File: src/rtl/inst_mem_responder.sv
// ---------------------------------------------------------------------------
// inst_mem_responder
//
// Program-memory responder for the control unit's instruction-fetch port.
// It accepts one fetch at a time. After a fixed number of wait states it
// returns the 32-bit word using a valid/ack handshake. A separate write-only
// load port fills program memory at any time.
//
// Optional feature macro: INST_MEM_PARITY_EN
//   Defined   : one even-parity bit is stored per word. A parity mismatch on a
//               fetch of a loaded, in-range word raises fetch_err. A sticky
//               parity_err output is added.
//   Undefined : no parity storage and no parity_err port.
//
// Ports
//   clk          in   1       rising-edge clock
//   sys_rst_n    in   1       asynchronous active-low reset
//   fetch_req    in   1       fetch request, accepted when fetch_ready is high
//   fetch_addr   in   ADDR_W  word address to fetch
//   fetch_ready  out  1       idle, can accept a request
//   fetch_valid  out  1       response valid, held until fetch_ack
//   fetch_data   out  32      instruction word (0 if unloaded or out of range)
//   fetch_err    out  1       error qualifier, meaningful with fetch_valid
//   fetch_ack    in   1       requester consumed the response
//   load_we      in   1       program-load write strobe
//   load_addr    in   5       program-load word address
//   load_data    in   32      program-load data
//   parity_err   out  1       (INST_MEM_PARITY_EN only) sticky parity error
// ---------------------------------------------------------------------------
module inst_mem_responder #(
   parameter int DEPTH       = 32,
   parameter int ADDR_W      = 16,
   parameter int WAIT_CYCLES = 2
) (
   input  logic              clk,
   input  logic              sys_rst_n,
   input  logic              fetch_req,
   input  logic [ADDR_W-1:0] fetch_addr,
   output logic              fetch_ready,
   output logic              fetch_valid,
   output logic [31:0]       fetch_data,
   output logic              fetch_err,
   input  logic              fetch_ack,
   input  logic              load_we,
   input  logic [4:0]        load_addr,
   input  logic [31:0]       load_data
`ifdef INST_MEM_PARITY_EN
   ,
   output logic              parity_err
`endif
);

   localparam int IDX_W = (DEPTH > 1) ? $clog2(DEPTH) : 1;
   localparam logic [3:0] WAIT_LAST = 4'(WAIT_CYCLES);

   typedef enum logic [1:0] {
      S_IDLE,
      S_WAIT,
      S_RESP
   } state_t;

   state_t            state_reg, state_next;
   logic [3:0]        cnt_reg, cnt_next;
   logic              accept;

   logic [IDX_W-1:0]  load_idx;
   logic [IDX_W-1:0]  fetch_idx;
   logic              load_in_range;
   logic              fetch_in_range;
   logic [DEPTH-1:0]  load_hit;
   logic              load_wr;
   logic [DEPTH-1:0]  loaded_reg;

   logic [31:0]       mem_array [DEPTH];
   logic [31:0]       rd_word_reg;
   logic              hit_reg;      // captured: in range and loaded
   logic              oor_reg;      // captured: address out of range

   assign load_idx       = load_addr[IDX_W-1:0];
   assign fetch_idx      = fetch_addr[IDX_W-1:0];
   assign fetch_in_range = (fetch_addr < ADDR_W'(DEPTH));

   // The 5-bit load address cannot exceed a 32-word memory. The range check
   // is only built when it can actually fail.
   generate
      if (DEPTH >= 32) begin : g_load_full
         assign load_in_range = 1'b1;
      end else begin : g_load_part
         assign load_in_range = (load_addr < 5'(DEPTH));
      end
   endgenerate

   // Per-word write decode. It drives both the loaded bitmap and the write enable.
   generate
      for (genvar gi = 0; gi < DEPTH; gi++) begin : g_load_dec
         assign load_hit[gi] = load_we && load_in_range && (load_idx == IDX_W'(gi));
      end
   endgenerate

   assign load_wr = |load_hit;

   // ---------------- control FSM ----------------
   always_ff @(posedge clk or negedge sys_rst_n) begin
      if (!sys_rst_n) begin
         state_reg <= S_IDLE;
         cnt_reg   <= 4'd0;
      end else begin
         state_reg <= state_next;
         cnt_reg   <= cnt_next;
      end
   end

   // WAIT lasts WAIT_CYCLES+1 clocks. Accept-to-valid latency is therefore
   // WAIT_CYCLES+1 edges for every setting, including zero.
   always_comb begin
      state_next = state_reg;
      cnt_next   = cnt_reg;
      accept     = 1'b0;
      case (state_reg)
         S_IDLE: begin
            if (fetch_req) begin
               accept     = 1'b1;
               cnt_next   = 4'd0;
               state_next = S_WAIT;
            end
         end
         S_WAIT: begin
            if (cnt_reg == WAIT_LAST) begin
               state_next = S_RESP;
            end else begin
               cnt_next = cnt_reg + 4'd1;
            end
         end
         S_RESP: begin
            if (fetch_ack) begin
               state_next = S_IDLE;
            end
         end
         default: state_next = S_IDLE;
      endcase
   end

   assign fetch_ready = (state_reg == S_IDLE);
   assign fetch_valid = (state_reg == S_RESP);

   // ---------------- status capture (reset) ----------------
   always_ff @(posedge clk or negedge sys_rst_n) begin
      if (!sys_rst_n) begin
         loaded_reg <= '0;
         hit_reg    <= 1'b0;
         oor_reg    <= 1'b0;
      end else begin
         loaded_reg <= loaded_reg | load_hit;
         // Uses the pre-edge bitmap, so a same-edge load is not yet visible.
         if (accept) begin
            hit_reg <= fetch_in_range && loaded_reg[fetch_idx];
            oor_reg <= !fetch_in_range;
         end
      end
   end

   // ---------------- storage (no reset, RAM-inferable) ----------------
   // The registered read takes the old word when a load hits the same
   // address on the accept edge.
   always_ff @(posedge clk) begin
      if (load_wr) begin
         mem_array[load_idx] <= load_data;
      end
      if (accept) begin
         rd_word_reg <= mem_array[fetch_idx];
      end
   end

   assign fetch_data = hit_reg ? rd_word_reg : 32'h0;

`ifdef INST_MEM_PARITY_EN
   logic              par_array [DEPTH];
   logic              rd_par_reg;
   logic              par_bad;
   logic              parity_err_reg;

   always_ff @(posedge clk) begin
      if (load_wr) begin
         par_array[load_idx] <= ^load_data;
      end
      if (accept) begin
         rd_par_reg <= par_array[fetch_idx];
      end
   end

   // Unloaded words have no meaningful parity and are never flagged.
   assign par_bad = hit_reg && ((^rd_word_reg) != rd_par_reg);

   always_ff @(posedge clk or negedge sys_rst_n) begin
      if (!sys_rst_n) begin
         parity_err_reg <= 1'b0;
      end else if ((state_reg == S_RESP) && par_bad) begin
         parity_err_reg <= 1'b1;
      end
   end

   assign parity_err = parity_err_reg;
   assign fetch_err  = oor_reg | par_bad;
`else
   assign fetch_err  = oor_reg;
`endif

endmodule

File: config.mk
export PLATFORM = sky130hd
export DESIGN_NAME = inst_mem_responder
export DESIGN_NICKNAME = d
export VERILOG_FILES = /design/src/rtl/inst_mem_responder.sv
export SDC_FILE = /design/constraint.sdc
export NUM_CORES = 1
export LEC_CHECK = 0
export ABC_CLOCK_PERIOD_IN_PS = 1800
export BUFFER_PORTS_ARGS = -buffer_cell sky130_fd_sc_hd__buf_4
export CAP_MARGIN = 0
export CORE_MARGIN = 2
export CORE_UTILIZATION = 56
export DETAILED_ROUTE_END_ITERATION = 8
export GPL_TIMING_DRIVEN = 0
export PLACE_DENSITY = 0.75
export SYNTH_ARGS = -nofsm -noshare
export SYNTH_HDL_FRONTEND = slang
export SYNTH_SLANG_ARGS = --single-unit
File: constraint.sdc
create_clock -name clk -period 1.8 [get_ports clk]
set_input_delay 0.09 -clock clk [delete_from_list [all_inputs] [get_ports clk]]
set_output_delay 0.09 -clock clk [all_outputs]
set_load 0.03 [all_outputs]
== Word-level counts from Yosys, hierarchy flattened ==
Memory sizes are Yosys's and may differ from the RTL's. A register that Yosys moved wholly into a read port is not among the register bits.
Index checks and enable logic that the tools add are counted.

* Add/sub/neg operators: 1
* Multiply operators: 0
* Divide/modulo/power cells: 0
* Order comparisons: 2
* Equality and inequality tests: 38
* Shifts and indexed selects: 0
* Muxes and demuxes: 14
* Bitwise logic cells: 1
* Reduce and logical (&&, ||, !) cells: 40

{| class="wikitable"
|+ Operators with widths
! operator !! count
|-
| $eq A5 B5 Y1 const B || 16
|-
| $eq A5 B4 Y1 const B || 8
|-
| $logic_and A1 B1 Y1 || 33
|-
| $mux W32 || 1
|-
| $or A32 B32 Y32 || 1
|-
| $reduce_or A32 Y1 || 1
|-
| $eq A5 B3 Y1 const B || 4
|-
| $lt A16 B6 Y1 const B || 1
|-
| $eq A5 B2 Y1 const B || 2
|-
| $mux W4 || 2
|-
| $pmux W4 S2 || 1
|-
| $lt A5 B6 Y1 const B || 1
|-
| $mux W2 || 3
|-
| $ne A2 B2 Y1 const B || 3
|-
| $pmux W2 S3 || 1
|-
| $reduce_and A3 Y1 || 2
|-
| $bmux W1 S5 || 1
|-
| $eq A5 B1 Y1 const B || 1
|-
| $logic_not A5 Y1 || 1
|-
| $mux W1 || 5
|-
| $add A4 B1 Y4 const B || 1
|-
| $eq A4 B2 Y1 const B || 1
|-
| $eq A2 B1 Y1 const B || 1
|-
| $eq A2 B2 Y1 const B || 1
|-
| 4 further kinds || 4
|}

* Bits in registers: 40
* Bits in latches: 0
* Memory bits (writable): 1024
* Memory bits (read-only): 0
* Input bits: 58
* Output and inout bits: 35
* Logic and storage cells: 102
* Memories kept: 1

{| class="wikitable"
|+ Memory list
! name !! depth !! width !! rd ports !! clocked after Yosys merged registers in !! wr ports !! line !! text
|-
| mem_array || 32 || 32 || 1 || 1 || 1 || 74 || <nowiki>logic [31:0] mem_array [DEPTH];</nowiki>
|}

== Logic depth before layout (Yosys ltp) ==
* Depth in word-level cells: 5
* Mapped depth: 7
* Mapped depth without buffers: 6

== Worst setup path before layout ==
OpenSTA, ideal clock, no wires.

* Path kind: input-to-reg
* From: input port load_addr[0]
* To: memory mem_array[24][0] (enable)
* Setup time: 0.422 ns
* Data arrival time: 2.122 ns
* Data required time: 1.378 ns
* Path slack: -0.744 ns
* Stages: 3
* Buffers on the path: 1
* Path through: or3b_2 -> clkbuf_1 -> nor2_1

* Word-level cells in the longest chain between the ends: 5
* Elaborated cells on any way between the ends: 67
* Those cells by class: 31 x eq/ne; 2 x mux; 34 x reduce/logical

{| class="wikitable"
|+ Ends and longest elaborated chain
! what !! line !! text
|-
| start, declared || 45 || <nowiki>input logic [4:0] load_addr,</nowiki>
|-
| $eq A5 B1 Y1 (tied with other cells) || 96 || <nowiki>assign load_hit[gi] = load_we && load_in_range && (load_idx == IDX_W'(gi));</nowiki>
|-
| $logic_and A1 B1 Y1 || 96 ||
|-
| $reduce_or A32 Y1 || 100 || <nowiki>assign load_wr = |load_hit;</nowiki>
|-
| $mux W1 || 166 || <nowiki>if (load_wr) begin</nowiki>
|-
| $mux W1 (not written as such) || 167 || <nowiki>mem_array[load_idx] <= load_data;</nowiki>
|-
| end, declared || 74 ||
|}

Several ways; a longest one is shown, not always the timed one.

==> flow_summary.json <==
{
  "max_cap_viol_count": 0,
  "final-setup-viol-count": 71,
  "fin_area_um2": 49300,
  "setup_slack_ns": -0.211,
  "drc": 0,
  "cts_tree": "done",
  "startpoint_type": "flip-flop",
  "fin_crit_sh_pct": 112,
  "synthesis.area_um2": 41700,
  "layout.nets": 2056,
  "rsz0062_at_grt": "true",
  "max-clock-path-buffers": 3,
  "crit_family": "multiplexers",
  "synth.area.top_cells": "edfxtp_1 (76%), mux4_2 (18%), dfrtp_1 (2.4%), mux2_2 (0.86%), and2_1 (0.48%)",
  "layout_common_cells": "edfxtp_1 (1056), mux4_2 (328), clkbuf_16 (111)",
  "max_freq_mhz": 497,
  "critical-path-max-stage-delay_ns": 0.55,
  "worstPathArrival_ns": 2.45,
  "place_worst_setup_slack_ns": -1.41,
  "layout_commonest_cell": "edfxtp_1",
  "fin_hold_ws_ns": 0.225,
  "drv_slew": 0,
  "crit_buf_inv": 0,
  "insertion_delay_ns": 0.70,
  "power.density_nw_per_um2": 1110,
  "dieArea_um2": 76700,
  "root_buffer": "clkbuf_16",
  "placed_cells": 2781,
  "end_kind": "flip-flop",
  "violations": "setup timing",
  "vdd_drop_max_mv": 0.830,
  "p_leak_nw": 15.9,
  "clock_sinks": 1096,
  "hold_viol_final": 0,
  "placed_area_um2": 44500,
  "die_y_um": 277,
  "ant_nets": 0,
  "status": "finished with violations",
  "area_growth_pct": 18.1,
  "antenna_found_initial": 3,
  "synth_seq_area_share_pct": 78.4,
  "drive_gt1_share_pct": 40.2,
  "synth_nets": 1754,
  "dp.final_hpwl_um": 58200,
  "hold_class": "in -> reg",
  "gp_congestion": 0.747,
  "ys_warn_count": 0,
  "die_x_um": 277,
  "port_buffers": 87,
  "slowest_stage": "mux4_2",
  "final-instance-count-excl-fill": 3053,
  "synth_largest_area_cell": "edfxtp_1",
  "grt_overflow": 0,
  "path_cells": "mux4_2 > mux4_2 > mux2_4",
  "postSynthAreaPerCell_um2": 24.6,
  "tightestPinTransition_ns": 1.37,
  "rows": 100,
  "grt_pass1_wl_um": 149000,
  "finalCriticalPeriod_ns": 2.01,
  "dr.pass1.iters": 8,
  "clk_pin_slew_ns": 0.06,
  "via_per_inst": 6.70,
  "routed_wl_um": 106000,
  "ios": 93,
  "critPathMostFrequentCell": "mux4_2",
  "yosysTopAreaCellShare_pct": 76.0,
  "cts_inserted_buffers": 107,
  "wl_per_cell_um": 34.9,
  "ys_types": 35,
  "slew_headroom_pct": 8.63,
  "cp.required_ns": 2.24,
  "grt_usage_pct": 28.0,
  "detail_route.iter0.violations": 3064,
  "cts_htree_levels": 3,
  "start_util_pct": 56.3,
  "crit_fanout": 1,
  "largest_register_ffs": 1024,
  "path_class": "reg -> reg",
  "grt_pass1_vias": 20900,
  "netlist_instances": 1694,
  "core_um2": 74100,
  "fin_skew_ns": 0.0239,
  "vias": 20400,
  "grt_max_degree": 41,
  "final_util_pct": 66.5,
  "synth_seq_cells": 1096
}
## area by class of cell
| cell class | instances | area, um^2 |
|---|---|---|
| antenna | 2 | 5.00 |
| buffer | 82 | 551 |
| clock buffer | 139 | 2850 |
| clock inverter | 56 | 587 |
| fill | 4485 | 24800 |
| inverter | 3 | 15.0 |
| multi-input combinational | 516 | 9090 |
| sequential | 1096 | 32700 |
| tap | 969 | 1210 |
| timing repair buffer | 189 | 2260 |
| timing repair inverter | 1 | 7.51 |
## kinds of logic (layout without fill, tap and decap cells)
logic type,count (synthesis),in the layout,share of synthesized area (%)
flops,1096,1096,78.4
mux,360,360,18.6
simple gates,136,140,1.81
buf+inv,86,470,0.947
compound gates,13,13,0.204
fa+ha+maj,2,2,0.0600
xor+xnor,1,1,0.0210
other cells,0,2,0
## report_power, final
group / leakage, nW / total, W / switching (W) / internal [W]
Combinational: 4.20 / 0.00355 / 0.00200 / 0.00155
Clock: 1.68 / 0.0221 / 0.00959 / 0.0125
Sequential: 9.99 / 0.0290 / 0.000288 / 0.0287
Total: 15.9 / 0.0546 / 0.0119 / 0.0427
## path summary, 6_finish.rpt
check / start / to / slack [ns] / cells past startpoint
max in group asynchronous: sys_rst_n / hit_reg / 1.14 / 4
min in group asynchronous: sys_rst_n / loaded_reg[22] / 0.45 / 4
worst min-delay path: load_addr[4] / mem_array[11][25] / 0.22 / 3
worst min register to register: loaded_reg[8] / loaded_reg[8] / 0.47 / 1
worst max register to register: mem_array[27][10] / rd_word_reg[10] / -0.21 / 3
worst max-delay path: mem_array[27][10] / rd_word_reg[10] / -0.21 / 3
## layer usage
metal / vias to the layer above / global-route usage [%] / share of wire, %
li1: 7884 / - / -
met1: 10800 / 37.1 / 36
met2: 1453 / 44.7 / 49
met3: 251 / 7.70 / 11
met4: 6 / 11.6 / 4.2
met5: - / 0 / 0.12
## worst reg2reg max path, cell delays in order (launching register included)
cell,delay [ns]
edfxtp_1,0.41
mux4_2,0.50
mux4_2,0.55
mux2_4,0.29
## stage by stage
| stage | total power (W) | TNS (ns) |
|---|---|---|
| floorplan | 0.0313 | -292.07 |
| finish | 0.0546 | -7.20 |
| CTS | 0.0547 | -9.85 |
| global placement | 0.0325 | -1936.88 |
| global route | 0.0559 | -8.88 |
| detailed placement | 0.0327 | -581.32 |
## synthesized netlist by cell type
library cell	n
nand2_1	4
buf_2	22
nor2b_1	3
o211ai_1	1
mux4_2	328
o21ai_0	5
nor3_1	4
or3b_2	3
ha_1	2
a22oi_1	1
nand3_1	6
nand2b_1	3
a211o_1	1
xor2_1	1
and2_1	32
edfxtp_1	1056
dfrtp_1	40
buf_1	12
a31oi_1	1
nor2_1	36
or3_1	1
nor4_1	3
o221ai_1	1
clkbuf_1	40
nor3b_1	2
inv_1	3
nand3b_1	6
mux2_2	32
buf_6	3
nand4_1	1
a21oi_1	1
buf_4	6
or2_2	32
o41ai_1	1
o21a_1	1
## timing repair
action	in CTS	in global routing
gates cloned	7	0
hold buffers	43	0
setup endpoints to repair	191	245
setup buffers	12	14
resized for setup	128	49
pin swaps	6	5
endpoints found under the hold margin	1071	0
(Power assumes the default switching activity.)
